### config.mk
export PLATFORM = sky130hd
export DESIGN_NAME = cookie_tally_flat
export DESIGN_NICKNAME = d
export VERILOG_FILES = /design/src/rtl/cookie_pkg.sv /design/src/rtl/cookie_tally_if.sv /design/src/rtl/bcd_sat_add.sv /design/src/rtl/cookie_tally.sv /design/src/flat_wrapper.sv
export SDC_FILE = /design/constraint.sdc
export NUM_CORES = 1
export LEC_CHECK = 0
export CAP_MARGIN = 15
export CORE_MARGIN = 2
export CORE_UTILIZATION = 40
export CTS_CLUSTER_SIZE = 28
export DETAILED_ROUTE_END_ITERATION = 10
export PLACE_DENSITY_LB_ADDON = 0.08
export SETUP_SLACK_MARGIN = 0.2
export SYNTH_ARGS = -nofsm -noshare
export SYNTH_HDL_FRONTEND = slang
export SYNTH_SLANG_ARGS = --single-unit
### constraint.sdc
create_clock -name Clk -period 11.4 [get_ports Clk]
set_input_delay 2.85 -clock Clk [delete_from_list [all_inputs] [get_ports Clk]]
set_output_delay 2.85 -clock Clk [all_outputs]
set_load 0.02 [all_outputs]
### src/rtl/cookie_pkg.sv
// Shared types and default constants for the cookie tally block and its BCD adder.
package cookie_pkg;

    typedef enum logic [1:0] {PLAY, DRAIN, BONUS, CLEAR} tally_state_t;

    typedef logic [3:0] bcd_digit_t;

    localparam int          N_COOKIES_DEF    = 64;
    localparam int          SCORE_DIGITS_DEF = 4;
    localparam logic [15:0] POINTS_BCD_DEF   = 16'h0010;
    localparam logic [15:0] BONUS_BCD_DEF    = 16'h0500;
    localparam bcd_digit_t  BCD_NINE         = 4'h9;

endpackage

### src/rtl/cookie_tally_if.sv
// Bus between the cookie array / level controller (master) and the score tally (slave).
interface cookie_tally_if
    import cookie_pkg::*;
#(
    parameter int N_COOKIES    = N_COOKIES_DEF,
    parameter int SCORE_DIGITS = SCORE_DIGITS_DEF
);
    logic [N_COOKIES-1:0]            Not_ate;
    logic                            Level_start;
    logic [4*SCORE_DIGITS-1:0]       Score_bcd;
    logic [$clog2(N_COOKIES+1)-1:0]  Remaining;
    logic                            Eat_pulse;
    logic                            Level_clear;
    logic [3:0]                      Level_num;

    modport master (
        output Not_ate, Level_start,
        input  Score_bcd, Remaining, Eat_pulse, Level_clear, Level_num
    );

    modport slave (
        input  Not_ate, Level_start,
        output Score_bcd, Remaining, Eat_pulse, Level_clear, Level_num
    );
endinterface

### src/rtl/bcd_sat_add.sv
// Combinational packed-BCD adder with digit-wise carry; clamps to all nines on overflow.
module bcd_sat_add
    import cookie_pkg::*;
#(
    parameter int DIGITS = SCORE_DIGITS_DEF
) (
    input  logic [4*DIGITS-1:0] a,
    input  logic [4*DIGITS-1:0] b,
    output logic [4*DIGITS-1:0] sum,
    output logic                sat
);
    bcd_digit_t [DIGITS-1:0] raw;
    logic                    carry;
    logic [4:0]              digit_sum;

    always_comb begin
        // NOTE: every variable gets a default before the loop so no latch is inferred.
        raw       = '0;
        carry     = 1'b0;
        digit_sum = '0;
        for (int i = 0; i < DIGITS; i++) begin
            digit_sum = {1'b0, a[4*i +: 4]} + {1'b0, b[4*i +: 4]} + {4'b0, carry};
            if (digit_sum > 5'd9) begin
                raw[i] = 4'(digit_sum - 5'd10);
                carry  = 1'b1;
            end else begin
                raw[i] = digit_sum[3:0];
                carry  = 1'b0;
            end
        end
        sat = carry;
        sum = carry ? {DIGITS{BCD_NINE}} : raw;
    end
endmodule

### src/rtl/cookie_tally.sv
// Cookie eat detector, remaining counter, saturating BCD score and level-clear FSM.
// Define COOKIE_TALLY_BONUS_EN to add a one-cycle BONUS state that awards BONUS_BCD.
module cookie_tally
    import cookie_pkg::*;
#(
    parameter int                        N_COOKIES    = N_COOKIES_DEF,
    parameter int                        SCORE_DIGITS = SCORE_DIGITS_DEF,
    parameter logic [4*SCORE_DIGITS-1:0] POINTS_BCD   = (4*SCORE_DIGITS)'(POINTS_BCD_DEF),
    parameter logic [4*SCORE_DIGITS-1:0] BONUS_BCD    = (4*SCORE_DIGITS)'(BONUS_BCD_DEF)
) (
    input logic           Clk,
    input logic           Reset,
    cookie_tally_if.slave bus
);
    localparam int CW = $clog2(N_COOKIES + 1);
    localparam int SW = 4 * SCORE_DIGITS;
    localparam int PW = 16;

    tally_state_t         state, state_next;
    logic [N_COOKIES-1:0] nate_q;
    logic [CW-1:0]        remaining_q;
    logic [PW-1:0]        pending_q;
    logic [SW-1:0]        score_q;
    logic                 eat_pulse_q;
    logic                 level_clear_q;
    logic [3:0]           level_num_q;

    logic [N_COOKIES-1:0] eat_vec;
    logic [CW-1:0]        k;
    logic                 restart;
    logic                 bonus_en;
    logic                 drain_en;
    logic                 add_en;
    logic [SW-1:0]        addend;
    logic [SW-1:0]        score_sum;
    logic                 add_sat_unused;

    function automatic logic [CW-1:0] popcount(input logic [N_COOKIES-1:0] v);
        logic [CW-1:0] n;
        n = '0;
        for (int i = 0; i < N_COOKIES; i++) n = n + CW'(v[i]);
        return n;
    endfunction

    // Only falling edges of Not_ate count; a cookie reappearing is ignored.
    assign eat_vec = nate_q & ~bus.Not_ate;
    assign k       = popcount(eat_vec);
    assign restart = (state == CLEAR) && bus.Level_start;

`ifdef COOKIE_TALLY_BONUS_EN
    assign bonus_en = (state == BONUS);
    assign addend   = bonus_en ? BONUS_BCD : POINTS_BCD;
`else
    logic unused_bonus;
    assign unused_bonus = ^BONUS_BCD;
    assign bonus_en     = 1'b0;
    assign addend       = POINTS_BCD;
`endif

    // The bonus cycle owns the adder; any pending points wait one cycle.
    assign drain_en = (pending_q != '0) && !bonus_en;
    assign add_en   = drain_en || bonus_en;

    bcd_sat_add #(.DIGITS(SCORE_DIGITS)) u_add (
        .a   (score_q),
        .b   (addend),
        .sum (score_sum),
        .sat (add_sat_unused)
    );

    always_comb begin
        state_next = state;
        case (state)
            PLAY:  if (remaining_q == '0) state_next = DRAIN;
`ifdef COOKIE_TALLY_BONUS_EN
            DRAIN: if (pending_q == '0) state_next = BONUS;
            BONUS: state_next = CLEAR;
`else
            DRAIN: if (pending_q == '0) state_next = CLEAR;
`endif
            CLEAR: if (bus.Level_start) state_next = PLAY;
            default: state_next = PLAY;
        endcase
    end

    always_ff @(posedge Clk) begin
        if (Reset) begin
            state         <= PLAY;
            // NOTE: nate_q resets to all ones so cookies already low are not scored as eaten.
            nate_q        <= '1;
            remaining_q   <= CW'(N_COOKIES);
            pending_q     <= '0;
            score_q       <= '0;
            eat_pulse_q   <= 1'b0;
            level_clear_q <= 1'b0;
            level_num_q   <= 4'd1;
        end else begin
            // NOTE: non-blocking assignments keep every register reading last cycle's values.
            state         <= state_next;
            nate_q        <= restart ? '1 : bus.Not_ate;
            eat_pulse_q   <= (k != '0);
            level_clear_q <= (state_next == CLEAR);
            pending_q     <= pending_q + PW'(k) - PW'(drain_en);
            if (add_en) score_q <= score_sum;
            if (restart)              remaining_q <= CW'(N_COOKIES);
            else if (k > remaining_q) remaining_q <= '0;
            else                      remaining_q <= remaining_q - k;
            if (restart && level_num_q != 4'd15) level_num_q <= level_num_q + 4'd1;
        end
    end

    assign bus.Score_bcd   = score_q;
    assign bus.Remaining   = remaining_q;
    assign bus.Eat_pulse   = eat_pulse_q;
    assign bus.Level_clear = level_clear_q;
    assign bus.Level_num   = level_num_q;
endmodule

### src/flat_wrapper.sv
// flat-port wrapper written by rule: the top's interface ports become plain ports
module cookie_tally_flat import cookie_pkg::*;
#(
    parameter int                        N_COOKIES    = N_COOKIES_DEF,
    parameter int                        SCORE_DIGITS = SCORE_DIGITS_DEF,
    parameter logic [4*SCORE_DIGITS-1:0] POINTS_BCD   = (4*SCORE_DIGITS)'(POINTS_BCD_DEF),
    parameter logic [4*SCORE_DIGITS-1:0] BONUS_BCD    = (4*SCORE_DIGITS)'(BONUS_BCD_DEF)
)
  (Clk, Reset, bus_Not_ate, bus_Level_start, bus_Score_bcd, bus_Remaining, bus_Eat_pulse, bus_Level_clear, bus_Level_num);
  cookie_tally_if #(.N_COOKIES(N_COOKIES), .SCORE_DIGITS(SCORE_DIGITS)) bus_i ();
  input logic Clk;
  input logic Reset;
  input wire logic [$bits(bus_i.Not_ate)-1:0] bus_Not_ate;
  input wire logic [$bits(bus_i.Level_start)-1:0] bus_Level_start;
  output wire logic [$bits(bus_i.Score_bcd)-1:0] bus_Score_bcd;
  output wire logic [$bits(bus_i.Remaining)-1:0] bus_Remaining;
  output wire logic [$bits(bus_i.Eat_pulse)-1:0] bus_Eat_pulse;
  output wire logic [$bits(bus_i.Level_clear)-1:0] bus_Level_clear;
  output wire logic [$bits(bus_i.Level_num)-1:0] bus_Level_num;
  assign bus_i.Not_ate = bus_Not_ate;
  assign bus_i.Level_start = bus_Level_start;
  assign bus_Score_bcd = bus_i.Score_bcd;
  assign bus_Remaining = bus_i.Remaining;
  assign bus_Eat_pulse = bus_i.Eat_pulse;
  assign bus_Level_clear = bus_i.Level_clear;
  assign bus_Level_num = bus_i.Level_num;
  cookie_tally #(.N_COOKIES(N_COOKIES), .SCORE_DIGITS(SCORE_DIGITS), .POINTS_BCD(POINTS_BCD), .BONUS_BCD(BONUS_BCD)) u_core (.Clk(Clk), .Reset(Reset), .bus(bus_i));
endmodule
# Word level (Yosys, flattened, before mapping)
# Index checks and enable logic that the tools add are counted.
[classes]
n_addsub = 75
n_mul = 0
n_div = 0
magnitude_cmp = 5
eq_ne = 4
shift = 0
muxes = 14
n_bitwise = 2
reduce_logical = 11
[op_table]
columns = ["op", "count"]
rows = [
  ["7-bit by 1-bit adder with 7-bit output", 62],
  ["64-bit bitwise AND", 1],
  ["64-bit NOT", 1],
  ["16-bit by 7-bit adder with 16-bit output", 1],
  ["16-bit logical NOT", 1],
  ["16-bit two-way mux", 1],
  ["4-bit two-way mux", 4],
  ["16-bit nonzero test", 1],
  ["16-bit by 1-bit subtractor with 16-bit output", 1],
  ["4-bit subtractor, second input constant", 4],
  ["5-bit by 4-bit > comparator with 1-bit output, second input constant", 3],
  ["4-bit by 1-bit adder with 5-bit output", 2],
  ["7-bit > comparator", 1],
  ["7-bit logical NOT", 1],
  ["7-bit two-way mux", 1],
  ["7-bit nonzero test", 1],
  ["7-bit subtractor", 1],
  ["2-bit two-way mux", 3],
  ["2-bit case mux with 3 select lines", 1],
  ["4-bit by 1-bit adder with 5-bit output, second input constant", 1],
  ["5-bit by 1-bit adder with 5-bit output", 1],
  ["4-bit by 1-bit adder with 4-bit output, second input constant", 1],
  ["2-bit equality test, second input constant", 2],
  ["4-bit > comparator, second input constant", 1],
  ["other kinds (10)", 14],
]
[totals]
reg_bits = 111
latchBits = 0
ram_bits = 0
rom_bits = 0
output_inout_bits = 29
n_memories = 0

# Longest topological paths before layout
# Gate-level depths: netlist of the first run.
[logic_depth]
ltp_word = 67
ltp_mapped = 30
depth_no_buf = 30

# Modules after synthesis
# Synthesis of the first run repeated with hierarchy kept, for this count alone.
[hier_totals]
cells_unflattened = 770
hier_area_um2 = 7394.6
[by_module_without_submodules]
columns = ["module", "instances", "cells_each", "area_each_um2", "seq_area_each_um2"]
rows = [
  ["cookie_tally", 1, 643, 6421.2, 2222.1],
  ["bcd_sat_add", 1, 127, 973.4, 0.0],
]

# Least setup slack after synthesis of the first run
# Ideal clock, no wire load.
[synth_timing]
path_kind = "input port to flip-flop"
start = "in bus_Not_ate[0]"
end = "reg u_core.pending_q[14]"
arrival_ns = 10.713
t_required_ns = 11.322
slack_ns = 0.609
path_stages = 24
path_buffers = 0
path_cell_list = "nor2b_1 > ha_1 > inv_1 > fa_1 > fa_1 > fa_1 > fa_1 > fa_1 > fa_1 > fa_1 > inv_1 > fa_1 > fa_1 > inv_1 > fa_1 > ha_1 > fa_1 > and2b_1 > o2111ai_1 > a2111o_1 > a311o_1 > a211o_1 > and3_1 > nor3_1"
[synth_via]
elab_chain_cells = 67
[synth_rtl]
columns = ["item", "line_no", "rtl"]
rows = [
  ["start: declaration", "flat_wrapper.sv:13", "input wire logic [$bits(bus_i.Not_ate)-1:0] bus_Not_ate;"],
  ["64-bit NOT", "cookie_tally.sv:46", "assign eat_vec = nate_q & ~bus.Not_ate;"],
  ["64-bit bitwise AND", "cookie_tally.sv:46", ""],
  ["1-bit by 1-bit adder with 2-bit output", "cookie_tally.sv:41", "for (int i = 0; i < N_COOKIES; i++) n = n + CW'(v[i]);"],
  ["7-bit by 1-bit adder with 7-bit output (62 in series)", "cookie_tally.sv:41", ""],
  ["16-bit by 7-bit adder with 16-bit output", "cookie_tally.sv:103", "pending_q <= pending_q + PW'(k) - PW'(drain_en);"],
  ["16-bit by 1-bit subtractor with 16-bit output", "cookie_tally.sv:103", ""],
  ["end signal: assignment", "cookie_tally.sv:103", ""],
  ["end: declaration", "cookie_tally.sv:22", "logic [PW-1:0] pending_q;"],
]
# No other way between the ends.
# A chain may end at the register's enable or synchronous reset.

# Final worst setup path of the first run
# Ends and elaborated chain as after synthesis.

==> results of run 1 <==
-- per-stage QoR --
stage	instance area (um2)	std cells	hold slack [ns]	util, %	TNS, ns
2_1_floorplan	6880	715	0.500	-	0
4_1_cts	8400	1040	0.486	50.3	0
3_3_place_gp	8120	1024	0.457	48.6	0
5_1_grt	8480	1042	0.509	50.7	0
3_5_place_dp	8120	1024	0.472	48.6	-0.0749
6_report	8480	1043	0.477	50.8	0
-- registers in the layout, summed over array words and instances, names as in the netlist --
register / cells
u_core.bus.Level_num: 4
u_core.pending_q: 16
u_core.state: 2
u_core.bus.Level_clear: 1
u_core.bus.Remaining: 7
u_core.nate_q: 64
u_core.bus.Score_bcd: 16
u_core.bus.Eat_pulse: 1
-- cell families after synthesis --
family / after synthesis
and+or+nand+nor: 253
adders and majority gates: 115
buffers and inverters: 111
DFF: 111
AOI/OAI and AO/OA: 89
xor gates and xnor gates: 31
muxes: 5
-- metal layers --
layer,part of all wire [%],routed length (um)
met1,45,6220
met2,49,6760
met3,3.4,469
met4,2.1,292
met5,0,0
-- cell usage after synthesis, drive strengths merged (2+ instances only) --
cell and n:
dfxtp 111, nand2b 111, inv 94, fa 56
ha 55, nor2 37, nor2b 33, a21oi 28
nand2 22, nor3 21, xnor2 18, o21ai 17
clkbuf 13, xor2 13, nand3 8, a21o 7
nor4 5, o21bai 5, a211oi 4, maj3 4
mux2 4, a311oi 3, a31oi 3, and3 3
buf 3, nor3b 3, or3 3, a311o 2
nand4 2, o31ai 2
-- what timing repair did --
item,CTS,global route
endpoints found under the hold margin,0,0
setup endpoints to repair,0,6
gates resized for setup,0,10
buffers inserted,0,2
-- how the worst max path moves through the flow --
stage | startpoint | end | slack, ns
after global routing | bus_Not_ate[0] | u_core.pending_q[14] | 0.21
final | bus_Not_ate[0] | u_core.pending_q[14] | 0.49
after global placement | bus_Not_ate[0] | u_core.pending_q[14] | 0.02
after detailed placement | bus_Not_ate[0] | u_core.pending_q[14] | -0.07
after floorplan | bus_Not_ate[0] | u_core.pending_q[14] | 0.61
after CTS | bus_Not_ate[0] | u_core.pending_q[14] | 0.28
-- critical path, cell delays in order --
cell and delay (ns):
clkdlybuf4s50_1 0.48, nor2b_1 0.05, ha_1 0.27, inv_1 0.05, fa_1 0.50, fa_1 0.52
fa_1 0.57, fa_1 0.43, fa_1 0.49, fa_1 0.51, fa_1 0.54, inv_1 0.05
fa_1 0.51, fa_1 0.46, inv_1 0.08, fa_2 0.46, ha_4 0.24, fa_1 0.44
and2b_1 0.22, o2111ai_1 0.14, a2111o_1 0.41, a311o_1 0.29, a211o_1 0.31, and3_1 0.18
nor3_1 0.12
-- area by class of cell --
| class | count | area, um2 |
|---|---|---|
| clock buffers | 13 | 260 |
| inverters | 95 | 357 |
| repair buffers | 107 | 1040 |
| well taps | 220 | 275 |
| multi-input cells | 493 | 4290 |
| fillers | 1579 | 8220 |
| clock inverters | 3 | 26.3 |
| diodes | 1 | 2.50 |
| flip-flops and latches | 111 | 2220 |
==> results.ini, run 1 <==
[worst_setup_path]
rr_startpoint=u_core.nate_q[0]
worstSetupPathType=primary input to flop
r2r_end=u_core.pending_q[14]
cp_max_fo=2
reg2reg_slack_ns=3.12
reg2reg_depth=24
cp-end-kind=flop
critPathLaunchType=primary input
required_ns=11.68
arrival_ns=11.18

[run]
max_cap_viol_count=0

[grt]
grt_start_max_net_pins=66
grt_util_met3_pct=2.93
use_met1_pct=19.4
grt_usage_pct=16.1
grt.met2_usage_pct=28.2
busiest_layer=met2
antenna_found_initial=0
grt_pass1_vias=5237
grt_overflow=0
grt_pass1_wl_mm=23.4

[layout]
final_cell_mix=nand2b_1, dfxtp_1, clkdlybuf4s50_1, inv_1, fa_1
drive_gt1_share_pct=6.57
fin_nets=995
area_growth_pct=23.3

[floorplanning]
start_util_pct=41.2
die_x_um=135
ios=96
dieArea_mm2=0.0183
die_y_um=135
fp.coreArea_mm2=0.0167
num_rows=47

[run_status]
status=finished, final reports clean

[clock_network]
htreeDepth=3
cts_tree=done
clockRootBuffer=clkbuf_16
clock_sinks=111
numCtsBuffers=9
clk_latency_ns=0.35
hold_buffers=0
path_clk_slew_ns=0.08
clockBufferDepth=2

[place]
hpwl_mm=10.9
io_buffer_count=95
pre_cts_ws_ns=-0.0721
gp_congestion=0.835

[synth]
synth_cells=715
post_synth_and_or_nand_nor_area_fraction_pct=20.5
synth_top_flop_cell=dfxtp_1
yosysSeqAreaShare_pct=32.3
ys_types=64
synthAdderAreaFrac_pct=27.0
netlist.top_cell.by_area=dfxtp_1
synthDominantCellAreaShare_pct=32.3
synth_compound_area_share_pct=8.72
synth-seq-cells=111
synth_top_family_by_area=adder cells
synth_area_leaders=dfxtp_1, fa_1, nand2b_1
syn_area_mm2=0.00688
synth_edf_count=0
async_flop_share_pct=0
synth_xor_area_share_pct=4.33
synth_warnings=0
syn_avg_cell_area_um2=9.62
synth.net_count=893
synthMuxAreaShare_pct=0.855

[sta]
fmax_ghz=0.0917
worst_pin_slew_ns=0.773
finalHoldViolations=0
skew_ns=0.0103
fin_crit_ns=10.91
setup_slack_ns=0.494
finalSetupViolCount=0
period_share_pct=95.7
grt_setup_unrepaired=no
max-slew-margin-rel_pct=48.4
maxSlewViolCount=0

[route]
first_iter_violations=194
ant_nets=0
wl_mm=13.7
vias_per_cell=4.70
num_vias=4899
dr.pass1.iters=4
drc=0
post_drt_wl_per_cell_um=13.2

[hold_path]
hold_path_depth=2
hp-class=flop to flop
min-delay-start=u_core.bus.Score_bcd[0]
hold-path-endpoint=u_core.bus.Score_bcd[0]

Power of run 1 is not shown: default switching activity piles up to over one toggle a cycle in this logic, so the estimate is an artifact.
==> inputs of run 2 (changes only) <==
--- a/config.mk
+++ b/config.mk
@@ -10,7 +10,6 @@
 export CORE_UTILIZATION = 40
 export CTS_CLUSTER_SIZE = 28
 export DETAILED_ROUTE_END_ITERATION = 10
-export PLACE_DENSITY_LB_ADDON = 0.08
 export SETUP_SLACK_MARGIN = 0.2
 export SYNTH_ARGS = -nofsm -noshare
 export SYNTH_HDL_FRONTEND = slang
==> results.ini, run 2 (synthesis gave the netlist of run 1 again) <==
[sta]
finalSetupTns_ns=0  ; unchanged
max-slew-margin-rel_pct=45.1  ; was 48.4%
finalHoldViolations=0  ; unchanged
fmax_ghz=0.0917  ; about the same
finalSetupViolCount=0  ; unchanged
worst_pin_slew_ns=0.823  ; was 0.773 ns
maxSlewViolCount=0  ; unchanged
period_share_pct=95.6  ; was 95.7%
grt_setup_unrepaired=no  ; unchanged
skew_ns=0.00897  ; was 0.0103 ns
fin_crit_ns=10.90  ; was 10.91 ns

[worst_setup_path]
arrival_ns=11.15  ; was 11.18 ns
worstSetupPathType=primary input to flop  ; unchanged
cp-end-kind=flop  ; unchanged
critPathLaunchType=primary input  ; unchanged
required_ns=11.64  ; was 11.68 ns
cp_max_fo=4  ; was 2

[grt]
antenna_found_initial=0  ; unchanged
grt_overflow=0  ; unchanged
grt_pass1_vias=5206  ; was 5237
grt_start_max_net_pins=66  ; unchanged
grt_pass1_wl_mm=24.1  ; was 23.4 mm
grt_usage_pct=16.5  ; was 16.1%

[clock_network]
numCtsBuffers=9  ; unchanged
clk_latency_ns=0.36  ; was 0.35 ns
htreeDepth=3  ; unchanged
cts_tree=done  ; unchanged
clockBufferDepth=2  ; unchanged
clock_sinks=111  ; unchanged
path_clk_slew_ns=0.08  ; about the same
clockRootBuffer=clkbuf_16  ; unchanged

[route]
num_vias=4899  ; unchanged
post_drt_wl_per_cell_um=13.4  ; was 13.2 um
first_iter_violations=148  ; was 194
dr.pass1.iters=4  ; unchanged
drc=0  ; unchanged
ant_nets=0  ; unchanged
vias_per_cell=4.69  ; was 4.70
wl_mm=13.9  ; was 13.7 mm

[floorplanning]
ios=96  ; unchanged
die_y_um=135  ; unchanged
die_x_um=135  ; unchanged
fp.coreArea_mm2=0.0167  ; unchanged
dieArea_mm2=0.0183  ; unchanged
num_rows=47  ; unchanged
start_util_pct=41.2  ; unchanged

[place]
io_buffer_count=95  ; unchanged
dp.cells=1026  ; was 1024
gp_congestion=0.845  ; was 0.835
hpwl_mm=11.1  ; was 10.9 mm

[run]
max_cap_viol_count=0  ; unchanged

[layout]
largest_register_ffs=64  ; unchanged
final_cell_mix=nand2b_1, dfxtp_1, clkdlybuf4s50_1, inv_1, fa_1  ; unchanged
stdcell_count=1044  ; was 1043
top_register=u_core.nate_q  ; unchanged
drive_gt1_share_pct=6.80  ; was 6.57%
fin_nets=997  ; was 995
diodes=0  ; was 1
area_growth_pct=23.6  ; was 23.3%

[run_status]
status=finished, final reports clean  ; unchanged

[hold_path]
hp-class=flop to flop  ; unchanged

-- run 2: worst paths after layout --
| kind | from | end | slack, ns | depth (start not counted) |
|---|---|---|---|---|
| setup / recovery | bus_Not_ate[0] | u_core.bus.Remaining[6] | 0.50 | 27 |
| hold reg to reg | u_core.bus.Score_bcd[0] | u_core.bus.Score_bcd[0] | 0.47 | 2 |
| hold / removal | u_core.bus.Score_bcd[0] | u_core.bus.Score_bcd[0] | 0.47 | 2 |
| setup reg to reg | u_core.nate_q[0] | u_core.bus.Remaining[6] | 3.10 | 26 |
-- run 2: worst max-delay path: stages --
cell             delay [ns]
clkdlybuf4s50_1        0.47
nor2b_1                0.05
ha_1                   0.27
inv_1                  0.05
fa_1                   0.49
fa_1                   0.59
fa_1                   0.46
fa_1                   0.48
fa_1                   0.56
fa_1                   0.44
fa_1                   0.54
inv_1                  0.05
fa_1                   0.50
fa_2                   0.40
buf_4                  0.14
a21o_1                 0.17
a21oi_1                0.16
xor2_1                 0.23
buf_4                  0.16
ha_1                   0.29
and2_4                 0.21
a311oi_4               0.33
inv_2                  0.06
maj3_2                 0.33
maj3_2                 0.30
mux2_4                 0.25
a221o_1                0.28
-- run 2: stage by stage --
step                hold slack [ns]  worst slack (ns)  instance area (um2)  utilization [%]
floorplan                     0.500             0.609                 6880                -
global placement              0.451           -0.0348                 8130             48.7
detailed placement            0.458            -0.116                 8130             48.7
CTS                           0.479             0.252                 8430             50.5
global route                  0.491             0.183                 8500             50.9
finish                        0.474             0.498                 8500             50.9
-- run 2: repair_timing --
action | 4_1_cts | 5_1_grt
resized for setup | 0 | 10
setup buffers | 0 | 2
setup endpoints to repair | 0 | 12
hold buffers | 0 | 0
-- run 2: metal layers --
layer  up-vias  GRT usage (%)  part of all wire (%)
li1       2512              -                     -
met1      2298           20.8                    46
met2        75           29.2                    50
met3        14           2.33                   3.0
met4         0           5.27                   1.4
met5         -              0                     0
-- run 2: final cells by class --
cell class                      instances  area [um2]
Fill cell                            1537        8200
Multi-Input combinational cell        493        4280
Sequential cell                       111        2220
Timing Repair Buffer                  109        1060
Inverter                               95         357
Tap cell                              220         275
Clock buffer                            9         225
Clock inverter                          7        77.6
Power of run 2 is left out for the same reason.
==> inputs of run 3 (changes only) <==
--- a/config.mk
+++ b/config.mk
@@ -7,9 +7,10 @@
 export LEC_CHECK = 0
 export CAP_MARGIN = 15
 export CORE_MARGIN = 2
-export CORE_UTILIZATION = 40
+export CORE_UTILIZATION = 43
 export CTS_CLUSTER_SIZE = 28
 export DETAILED_ROUTE_END_ITERATION = 10
+export PLACE_DENSITY = 0.68
 export SETUP_SLACK_MARGIN = 0.2
 export SYNTH_ARGS = -nofsm -noshare
 export SYNTH_HDL_FRONTEND = slang
==> results.ini, run 3 (synthesis gave the netlist of run 1 again) <==
[run_status]
status=finished, final reports clean  ; unchanged

[layout]
top_register=u_core.nate_q  ; unchanged
stdcell_count=1039  ; was 1044
final_cell_mix=nand2b_1, dfxtp_1, clkdlybuf4s50_1, inv_1, fa_1  ; unchanged
final_design_area_no_fill_mm2=0.00852  ; was 0.00850 mm2
fin_nets=996  ; was 997
largest_register_ffs=64  ; unchanged
drive_gt1_share_pct=6.68  ; was 6.80%
area_growth_pct=23.9  ; was 23.6%
diodes=0  ; unchanged

[worst_setup_path]
crit_path_start=bus_Not_ate[1]  ; was bus_Not_ate[0]
cp_slowest_cell=fa_1  ; unchanged
path_delay_family=adder cells  ; unchanged
cp-end-kind=flop  ; unchanged
rr_startpoint=u_core.nate_q[0]  ; unchanged
worstSetupPathType=primary input to flop  ; unchanged
critPathLaunchType=primary input  ; unchanged
max_stage_delay_ns=0.57  ; was 0.59 ns
required_ns=11.64  ; about the same
crit_path_frequent_cell=fa_1  ; unchanged
cp_max_fo=3  ; was 4
arrival_ns=11.09  ; was 11.15 ns
path_buf_inv=7  ; was 6

[route]
wl_mm=13.3  ; was 13.9 mm
ant_nets=0  ; unchanged
first_iter_violations=210  ; was 148
drc=0  ; unchanged
num_vias=4880  ; was 4899
dr.pass1.iters=4  ; unchanged
post_drt_wl_per_cell_um=12.8  ; was 13.4 um
vias_per_cell=4.70  ; was 4.69

[sta]
skew_ns=0.00992  ; was 0.00897 ns
fin_crit_ns=10.85  ; was 10.90 ns
maxSlewViolCount=0  ; unchanged
worst_pin_slew_ns=0.775  ; was 0.823 ns
grt_setup_unrepaired=no  ; unchanged
finalSetupTns_ns=0  ; unchanged
period_share_pct=95.2  ; was 95.6%
max-slew-margin-rel_pct=48.4  ; was 45.1%
fmax_ghz=0.0922  ; was 0.0917 GHz
finalSetupViolCount=0  ; unchanged
whs_ns=0.485  ; was 0.474 ns
finalHoldViolations=0  ; unchanged

[clock_network]
clockBufferDepth=2  ; unchanged
htreeDepth=3  ; unchanged
clockRootBuffer=clkbuf_16  ; unchanged
clk_latency_ns=0.36  ; about the same
clock_sinks=111  ; unchanged
numCtsBuffers=9  ; unchanged
cts_tree=done  ; unchanged
path_clk_slew_ns=0.08  ; about the same

[grt]
antenna_found_initial=0  ; unchanged
grt_util_met3_pct=4.36  ; was 2.33%
grt_pass1_wl_mm=22.5  ; was 24.1 mm
grt_usage_pct=16.9  ; was 16.5%
busiest_layer=met2  ; unchanged
grt.met2_usage_pct=27.7  ; was 29.2%
grt_overflow=0  ; unchanged
grt_start_max_net_pins=66  ; unchanged
use_met1_pct=22.1  ; was 20.8%
grt_pass1_vias=4737  ; was 5206

[floorplanning]
num_rows=46  ; was 47
fp.coreArea_mm2=0.0158  ; was 0.0167 mm2
start_util_pct=43.6  ; was 41.2%
dieArea_mm2=0.0170  ; was 0.0183 mm2
die_x_um=130  ; was 135 um
die_y_um=130  ; was 135 um
ios=96  ; unchanged

[run]
max_cap_viol_count=0  ; unchanged

[place]
io_buffer_count=95  ; unchanged
hpwl_mm=10.3  ; was 11.1 mm
gp_congestion=0.822  ; was 0.845
dp.cells=1020  ; was 1026
placed_area_mm2=0.00811  ; was 0.00813 mm2

[hold_path]
min-delay-start=u_core.bus.Score_bcd[0]  ; unchanged
hp-class=flop to flop  ; unchanged

[run 3: cell count changes in the layout (fill, tap and decap cells not counted), moves of 2 or more]
cell and delta:
ha_4 +2, fa_2 -2, inv_6 -2, fa_1 +2
o21ai_0 -2
[run 3: routing by layer]
metal | share of wire, % | vias to the layer above
li1 | - | 2517
met5 | 0 | -
met3 | 4.6 | 12
met4 | 1.2 | 0
met2 | 48 | 80
met1 | 46 | 2271
[run 3: path summary, 6_finish.rpt]
path	endpoint	slack (ns)	depth (start not counted)
max	u_core.bus.Remaining[6]	0.55	25
min	u_core.bus.Score_bcd[0]	0.48	2
max reg2reg	u_core.bus.Remaining[6]	3.15	24
min reg2reg	u_core.bus.Score_bcd[0]	0.48	2
[run 3: stage by stage]
stage / utilization (%) / setup WS [ns]
2_1_floorplan: - / 0.609
3_3_place_gp: 51.4 / 0.00337
3_5_place_dp: 51.4 / -0.0816
4_1_cts: 53.5 / 0.275
5_1_grt: 54.0 / 0.225
6_report: 54.0 / 0.551
[run 3: layout make-up]
cell class	count	area [um2]
Clock buffer	9	225
Inverter	95	357
Timing Repair Buffer	108	1050
Multi-Input combinational cell	493	4290
Fill cell	1487	7250
Sequential cell	111	2220
Clock inverter	7	103
Tap cell	216	270
[run 3: timing repair]
item | 4_1_cts | 5_1_grt
setup buffers | 0 | 3
hold buffers | 0 | 0
endpoints found under the setup margin | 0 | 5
gates resized for setup | 0 | 11
[run 3: tightest hold or removal path, delay by kind of cell (launching register included)]
| family | cells | cell delay, ns |
|---|---|---|
| simple gates | 1 | 0.08 |
| flops | 1 | 0.33 |
| compound gates | 1 | 0.04 |
Power of run 3 is left out for the same reason.
